## src/rtl/grid_readout_pkg.sv

```systemverilog
// Shared fixed-point constants, FSM state encoding and pixel payload for the grid readout path.
package grid_readout_pkg;

  localparam int unsigned FIX_W   = 18;
  localparam int unsigned FRAC_W  = 16;
  localparam int unsigned SUM_W   = FIX_W + 1;
  localparam int unsigned PIX_W   = 10;
  localparam int unsigned COLOR_W = 8;

  localparam logic [FIX_W-1:0] FIX_ONE = 18'h10000;

  typedef enum logic [2:0] {
    IDLE,
    ADDR,
    WAIT,
    EMIT,
    DONE
  } state_t;

  typedef struct packed {
    logic [PIX_W-1:0]   x;
    logic [PIX_W-1:0]   y;
    logic [COLOR_W-1:0] color;
    logic               frozen;
  } pix_t;

  // Index width that stays legal for a single-entry dimension.
  function automatic int unsigned idx_w(input int unsigned n);
    return (n > 1) ? $clog2(n) : 1;
  endfunction

endpackage

```

## src/rtl/grid_readout_if.sv

```systemverilog
// Cell-memory read port and pixel-writer handshake between the grid readout and its neighbours.
interface grid_readout_if #(
  parameter int unsigned NUM_COLS = 8,
  parameter int unsigned NUM_ROWS = 11
);
  import grid_readout_pkg::*;

  localparam int unsigned COL_W = idx_w(NUM_COLS);
  localparam int unsigned ROW_W = idx_w(NUM_ROWS);

  logic [COL_W-1:0]   rd_col;
  logic [ROW_W-1:0]   rd_addr;
  logic [FIX_W-1:0]   rd_u;
  logic [FIX_W-1:0]   rd_v;

  logic [PIX_W-1:0]   pix_x;
  logic [PIX_W-1:0]   pix_y;
  logic [COLOR_W-1:0] pix_color;
  logic               pix_frozen;
  logic               pix_valid;
  logic               pix_ready;

  modport master (
    output rd_col, rd_addr,
    input  rd_u, rd_v,
    output pix_x, pix_y, pix_color, pix_frozen, pix_valid,
    input  pix_ready
  );

  modport slave (
    input  rd_col, rd_addr,
    output rd_u, rd_v,
    input  pix_x, pix_y, pix_color, pix_frozen, pix_valid,
    output pix_ready
  );

endinterface

```

## src/rtl/grid_readout_cell_color_map.sv

```systemverilog
// Maps a cell's (u, v) state to its frozen flag and grey level; purely combinational.
module cell_color_map
  import grid_readout_pkg::*;
(
  input  logic [FIX_W-1:0]   u,
  input  logic [FIX_W-1:0]   v,
  output logic               frozen_c,
  output logic [COLOR_W-1:0] color_c
);

  logic signed [SUM_W-1:0] sum;

  // One guard bit keeps the 2.16 sum from wrapping.
  always_comb begin
    sum      = $signed({u[FIX_W-1], u}) + $signed({v[FIX_W-1], v});
    frozen_c = (sum >= $signed({1'b0, FIX_ONE}));
    if (frozen_c) begin
      color_c = 8'hFF;
    end else if (sum[SUM_W-1]) begin
      color_c = 8'h00;
    end else begin
      color_c = sum[FRAC_W-1 -: COLOR_W];
    end
  end

endmodule

```

## src/rtl/grid_readout.sv

```systemverilog
// Column-major scan of the cell grid: reads each cell, maps it to a grey pixel, hands it to the writer.
module grid_readout
  import grid_readout_pkg::*;
#(
  parameter int unsigned NUM_COLS = 8,
  parameter int unsigned NUM_ROWS = 11
) (
  input  logic           clk,
  input  logic           reset,
  input  logic           start,
  output logic           busy,
  output logic           done,
  grid_readout_if.master bus
);

  localparam int unsigned COL_W = idx_w(NUM_COLS);
  localparam int unsigned ROW_W = idx_w(NUM_ROWS);
  localparam logic [COL_W-1:0] COL_LAST = COL_W'(NUM_COLS - 1);
  localparam logic [ROW_W-1:0] ROW_LAST = ROW_W'(NUM_ROWS - 1);

  state_t             state_q, state_next;
  logic [COL_W-1:0]   col_q, col_next;
  logic [ROW_W-1:0]   row_q, row_next;
  logic               load_pix;
  pix_t               pix_q;
  logic               pix_valid_q;
  logic               frozen_c;
  logic [COLOR_W-1:0] color_c;

  cell_color_map u_color_map (
    .u        (bus.rd_u),
    .v        (bus.rd_v),
    .frozen_c (frozen_c),
    .color_c  (color_c)
  );

  always_ff @(posedge clk) begin
    if (reset) begin
      state_q <= IDLE;
    end else begin
      state_q <= state_next;
    end
  end

  // Next state and scan position; row advances fastest.
  always_comb begin
    state_next = state_q;
    col_next   = col_q;
    row_next   = row_q;
    load_pix   = 1'b0;
    unique case (state_q)
      IDLE: begin
        if (start) begin
          state_next = ADDR;
          col_next   = '0;
          row_next   = '0;
        end
      end
      ADDR: state_next = WAIT;
      WAIT: begin
        state_next = EMIT;
        load_pix   = 1'b1;
      end
      EMIT: begin
        if (bus.pix_ready) begin
          state_next = ADDR;
          if (row_q == ROW_LAST) begin
            row_next = '0;
            if (col_q == COL_LAST) begin
              col_next   = '0;
              state_next = DONE;
            end else begin
              col_next = col_q + COL_W'(1);
            end
          end else begin
            row_next = row_q + ROW_W'(1);
          end
        end
      end
      DONE:    state_next = IDLE;
      default: state_next = IDLE;
    endcase
  end

  // Pixel fields latch once per cell, in the cycle the read data is valid.
  always_ff @(posedge clk) begin
    if (reset) begin
      col_q       <= '0;
      row_q       <= '0;
      pix_q       <= '0;
      pix_valid_q <= 1'b0;
      busy        <= 1'b0;
      done        <= 1'b0;
    end else begin
      col_q       <= col_next;
      row_q       <= row_next;
      pix_valid_q <= (state_next == EMIT);
      busy        <= (state_next == ADDR) || (state_next == WAIT) || (state_next == EMIT);
      done        <= (state_next == DONE);
      if (load_pix) begin
        pix_q.x      <= PIX_W'(col_q);
        pix_q.y      <= PIX_W'({row_q, col_q[0]});
        pix_q.color  <= color_c;
        pix_q.frozen <= frozen_c;
      end
    end
  end

  assign bus.rd_col     = col_q;
  assign bus.rd_addr    = row_q;
  assign bus.pix_x      = pix_q.x;
  assign bus.pix_y      = pix_q.y;
  assign bus.pix_color  = pix_q.color;
  assign bus.pix_frozen = pix_q.frozen;
  assign bus.pix_valid  = pix_valid_q;

endmodule

```

## src/flat_wrapper.sv

```systemverilog
// flat-port wrapper written by rule: the top's interface ports become plain ports
module grid_readout_flat import grid_readout_pkg::*;
#(
  parameter int unsigned NUM_COLS = 8,
  parameter int unsigned NUM_ROWS = 11
)
  (clk, reset, start, busy, done, bus_rd_col, bus_rd_addr, bus_rd_u, bus_rd_v, bus_pix_x, bus_pix_y, bus_pix_color, bus_pix_frozen, bus_pix_valid, bus_pix_ready);
  grid_readout_if #(.NUM_COLS(NUM_COLS), .NUM_ROWS(NUM_ROWS)) bus_i ();
  input  logic clk;
  input  logic reset;
  input  logic start;
  output logic busy;
  output logic done;
  output wire logic [$bits(bus_i.rd_col)-1:0] bus_rd_col;
  output wire logic [$bits(bus_i.rd_addr)-1:0] bus_rd_addr;
  input wire logic [$bits(bus_i.rd_u)-1:0] bus_rd_u;
  input wire logic [$bits(bus_i.rd_v)-1:0] bus_rd_v;
  output wire logic [$bits(bus_i.pix_x)-1:0] bus_pix_x;
  output wire logic [$bits(bus_i.pix_y)-1:0] bus_pix_y;
  output wire logic [$bits(bus_i.pix_color)-1:0] bus_pix_color;
  output wire logic [$bits(bus_i.pix_frozen)-1:0] bus_pix_frozen;
  output wire logic [$bits(bus_i.pix_valid)-1:0] bus_pix_valid;
  input wire logic [$bits(bus_i.pix_ready)-1:0] bus_pix_ready;
  assign bus_rd_col = bus_i.rd_col;
  assign bus_rd_addr = bus_i.rd_addr;
  assign bus_i.rd_u = bus_rd_u;
  assign bus_i.rd_v = bus_rd_v;
  assign bus_pix_x = bus_i.pix_x;
  assign bus_pix_y = bus_i.pix_y;
  assign bus_pix_color = bus_i.pix_color;
  assign bus_pix_frozen = bus_i.pix_frozen;
  assign bus_pix_valid = bus_i.pix_valid;
  assign bus_i.pix_ready = bus_pix_ready;
  grid_readout #(.NUM_COLS(NUM_COLS), .NUM_ROWS(NUM_ROWS)) u_core (.clk(clk), .reset(reset), .start(start), .busy(busy), .done(done), .bus(bus_i));
endmodule
```

## config.mk

```make
export PLATFORM = sky130hd
export DESIGN_NAME = grid_readout_flat
export DESIGN_NICKNAME = d
export VERILOG_FILES = /design/src/rtl/grid_readout_pkg.sv /design/src/rtl/grid_readout_if.sv /design/src/rtl/grid_readout_cell_color_map.sv /design/src/rtl/grid_readout.sv /design/src/flat_wrapper.sv
export SDC_FILE = /design/constraint.sdc
export NUM_CORES = 1
export LEC_CHECK = 0
export BUFFER_PORTS_ARGS = -buffer_cell sky130_fd_sc_hd__buf_4
export CAP_MARGIN = 20
export CORE_UTILIZATION = 49
export DETAILED_ROUTE_END_ITERATION = 10
export GPL_TIMING_DRIVEN = 0
export PLACE_DENSITY = 0.9
export SYNTH_ARGS = -nofsm -noshare
export SYNTH_HDL_FRONTEND = slang
export SYNTH_SLANG_ARGS = --single-unit
```

## constraint.sdc

```tcl
create_clock -name clk -period 3 [get_ports clk]
set_input_delay 0.6 -clock clk [delete_from_list [all_inputs] [get_ports clk]]
set_output_delay 0.6 -clock clk [all_outputs]
set_load 0.01 [all_outputs]
```

==> metrics.txt <==
worst setup path start bus_rd_v[0]; vias in the first global route roughly 1900; clock period minus final worst setup slack roughly 2.7 ns; antenna violations before repair 0; pwr/cell area 405 nW/um^2; post-route cell area ~2700 sq um; Worst Setup End Kind register; Max H-tree Level 2; core region area between 4000 and 5000 sq um; Area Growth Syn to Fin 33.8%; hpwl dp 3810 microns; Post-Synth Adder-Cell Area between 10% and 20%; aggregate global routing overflow 0; XOR/XNOR Fraction of Synth Area between 4 and 5%; # resized after CTS 0; R2R depth 6; Reg2Reg Setup Slack 0.87 ns; largest family of logic cells by synthesized area simple AND/OR/NAND/NOR gates; multi-input logic area approximately 1400 sq um; largest net degree at the start of global routing 11; CTS sink cnt 29; post-synthesis instance total between 200 and 300; Worst-path clk slew approximately 0.06 ns; maximum clock frequency approximately 370 MHz; Nets just under 400; max-slew violations 0; Routed Antenna Nets 0; drt via density between 5 and 6; CTS tree yes; CTS root buf clkbuf_8; die width 66.7 microns; Hold WS ~0.45 ns; crit-path cells buf_4 -> ha_1 -> fa_1 -> a211oi_1 -> o21ai_0 -> nand2_1 -> a21oi_1 -> xnor2_1 -> or3_1 -> o221a_2; clk_lat worst skew about 0.28 ns; Worst setup endpoint u_core.bus.pix_color[5]; final worst-path cycle share roughly nine tenths; CTS buffer count 5; Initial Utilization approximately 50%; synth unique cells 46; via count around 2000; end-of-flow core utilization a little under 70%; Overall Power 1.11 mW; sequential fraction of the synthesis area roughly 28%; Buf/Inv on CP 1; number of diodes 0; hold_buf cts 0; Routed WL roughly 4600 microns; share of layout cells above drive strength 1 a little under a third; fill count ~350; Crit path max-delay family compound AO/OA/AOI/OAI gates; peak supply drop roughly 160 uV; Synth Area per Inst 8.14 sq um; setup TNS 0 ns; Critical Path Stages 10; Initial DRC Count between 90 and 100; synth warn 0; I/O Pins 79; Sequential Area about 580 sq um; Hold Path Class reg -> reg; Port Buffers between 60 and 70; complex-gate fraction of the synthesized area a little over a fifth; RSZ-0062 raised after global routing false; EDFF count, synth 0; first-pass GRT wire length 7780 microns; startpoint types input pin; Synth Area in Simple Gates roughly 22%; Die ar. roughly 4500 sq um; CP required 3.18 ns; status finished, final reports clean; CTS Buffer Depth 2; setup bufs post-CTS 0; die height approximately 67 microns; ys flop type dfxtp_1; max_cap viols 0; mux cell area share after synthesis between 1.5 and 2%; Setup Skew 0.00484 ns; Yosys reg bits 29; Slowest-stage cell, CP or3_1; final setup violation count 0; GRT Total Usage between 20% and 30%; Worst EP arrival ~2.8 ns; Rows 23; Syn Std Cell Area 2050 sq um; placed cell areas roughly 2600 sq um; Async SR Flop Fraction 0%; Slew HR between 50% and 60%; Critical Path Max Stage Delay 0.44 ns; worst-path maximum fanout 5; Worst-Margin Slew 0.615 ns; # DRC 0; Leakage roughly 1.3 nW; RR Endpoint u_core.bus.pix_color[7]; Setup CP Type in -> reg; hold path startpoint u_core.bus.pix_frozen; First-pass DRT Iterations 4; number of hold violations in the final report 0; GPL Wtd Cong just under 0.9; RR Startpoint u_core.state_q[1]; post-DR wirelength/cell 11.9 microns
==> layout make-up <==
cell class,count,share of cell area (%)
multi-input cells,209,49.9
plain buffers,18,4.28
inverters,7,0.957
clock buffers,7,3.51
clock inverters,1,0.182
repair buffers,65,17.8
flip-flops and latches,29,21.1
well taps,50,2.28
==> worst min-delay path: stages (launching register included) <==
cell     delay (ns)
dfxtp_1        0.31
nand2_1        0.06
nand2_1        0.04
==> metrics by stage <==
step           setup WS [ns]  instances
4_1_cts                0.337        386
3_5_place_dp          0.0540        378
5_1_grt                0.172        386
6_report               0.330        386
2_1_floorplan          0.393        263
3_3_place_gp          0.0901        378
==> worst min-delay path by stage <==
| stage | end | slack, ns | depth (start not counted) |
|---|---|---|---|
| 5_1_grt | u_core.bus.pix_frozen | 0.48 | 2 |
| 2_1_floorplan | u_core.bus.pix_frozen | 0.47 | 2 |
| 3_3_place_gp | u_core.bus.pix_frozen | 0.43 | 2 |
| 4_1_cts | u_core.bus.pix_frozen | 0.45 | 2 |
| 6_report | u_core.bus.pix_frozen | 0.45 | 2 |
| 3_5_place_dp | u_core.bus.pix_frozen | 0.44 | 2 |
==> per-layer routing <==
| layer | wire length (microns) | track usage [%] | share of wire (%) | vias to the layer above |
|---|---|---|---|---|
| li1 | - | - | - | 1045 |
| met1 | 1850 | 24.7 | 40 | 905 |
| met2 | 2430 | 42.6 | 53 | 67 |
| met3 | 286 | 4.62 | 6.2 | 4 |
| met4 | 34 | 7.45 | 0.74 | 0 |
| met5 | 0 | 0 | 0 | - |
==> cell usage after synthesis (all sizes together), types with 2 or more instances <==
cell type | n | share of area [%]
a2111oi | 3 | 1.3
a211oi | 3 | 1.1
a21o | 5 | 1.8
a21oi | 24 | 5.9
a2bb2oi | 2 | 0.85
and2 | 2 | 0.61
buf | 14 | 5.0
clkbuf | 4 | 0.73
dfxtp | 29 | 28
ha | 22 | 13
inv | 7 | 1.3
mux2i | 4 | 2.0
nand2 | 37 | 6.9
nand3 | 6 | 1.5
nand4 | 4 | 2.0
nor2 | 26 | 4.8
nor3 | 5 | 1.2
nor3b | 2 | 0.73
o211ai | 4 | 1.5
o21ai | 11 | 2.7
o21bai | 2 | 0.73
o221a | 5 | 2.7
or2 | 3 | 0.91
or3 | 2 | 0.67
xnor2 | 4 | 1.7
xor2 | 7 | 3.0
==> power by group <==
group	internal (mW)	total [mW]	switching, mW
combinational	0.164	0.338	0.174
clock	0.207	0.345	0.138
sequential	0.409	0.429	0.0197
==> sequential cells by signal (all words and copies together), names as in the netlist <==
signal                 count
u_core.state_q             3
u_core.bus.pix_x           3
u_core.bus.pix_valid       1
u_core.bus.pix_frozen      1
u_core.bus.rd_col          3
u_core.bus.pix_color       8
u_core.bus.pix_y           4
u_core.bus.rd_addr         4
u_core.busy                1
u_core.done                1
==> placed cells by master, fill, tap and decap left out, types with 2 or more instances in the layout <==
cell | Yosys | routed
and2_1 | 2 | 2
or2_2 | 3 | 3
o21ai_0 | 10 | 10
o211ai_1 | 4 | 4
o221a_2 | 5 | 5
xor2_1 | 7 | 7
nor2_1 | 26 | 26
a2bb2oi_1 | 2 | 2
conb_1 | 1 | 12
o21bai_1 | 2 | 2
ha_1 | 22 | 22
nor3_1 | 5 | 5
a211oi_1 | 3 | 3
inv_1 | 7 | 7
a21oi_1 | 24 | 24
buf_4 | 13 | 78
mux2i_1 | 4 | 4
nand4_1 | 3 | 3
a21o_1 | 5 | 5
clkbuf_8 | 0 | 7
nor3b_1 | 2 | 2
a2111oi_0 | 3 | 3
dfxtp_1 | 29 | 29
nand2_1 | 36 | 36
clkbuf_1 | 4 | 4
xnor2_1 | 4 | 4
nand3_1 | 6 | 6
==> logic make-up after synthesis <==
family,count (synthesis)
buffers and inverters,25
muxes,4
AOI/OAI and AO/OA,64
DFF,29
and+or+nand+nor,95
adders and majority gates,23
xor gates and xnor gates,11
other,1
(Power assumes the default switching activity.)
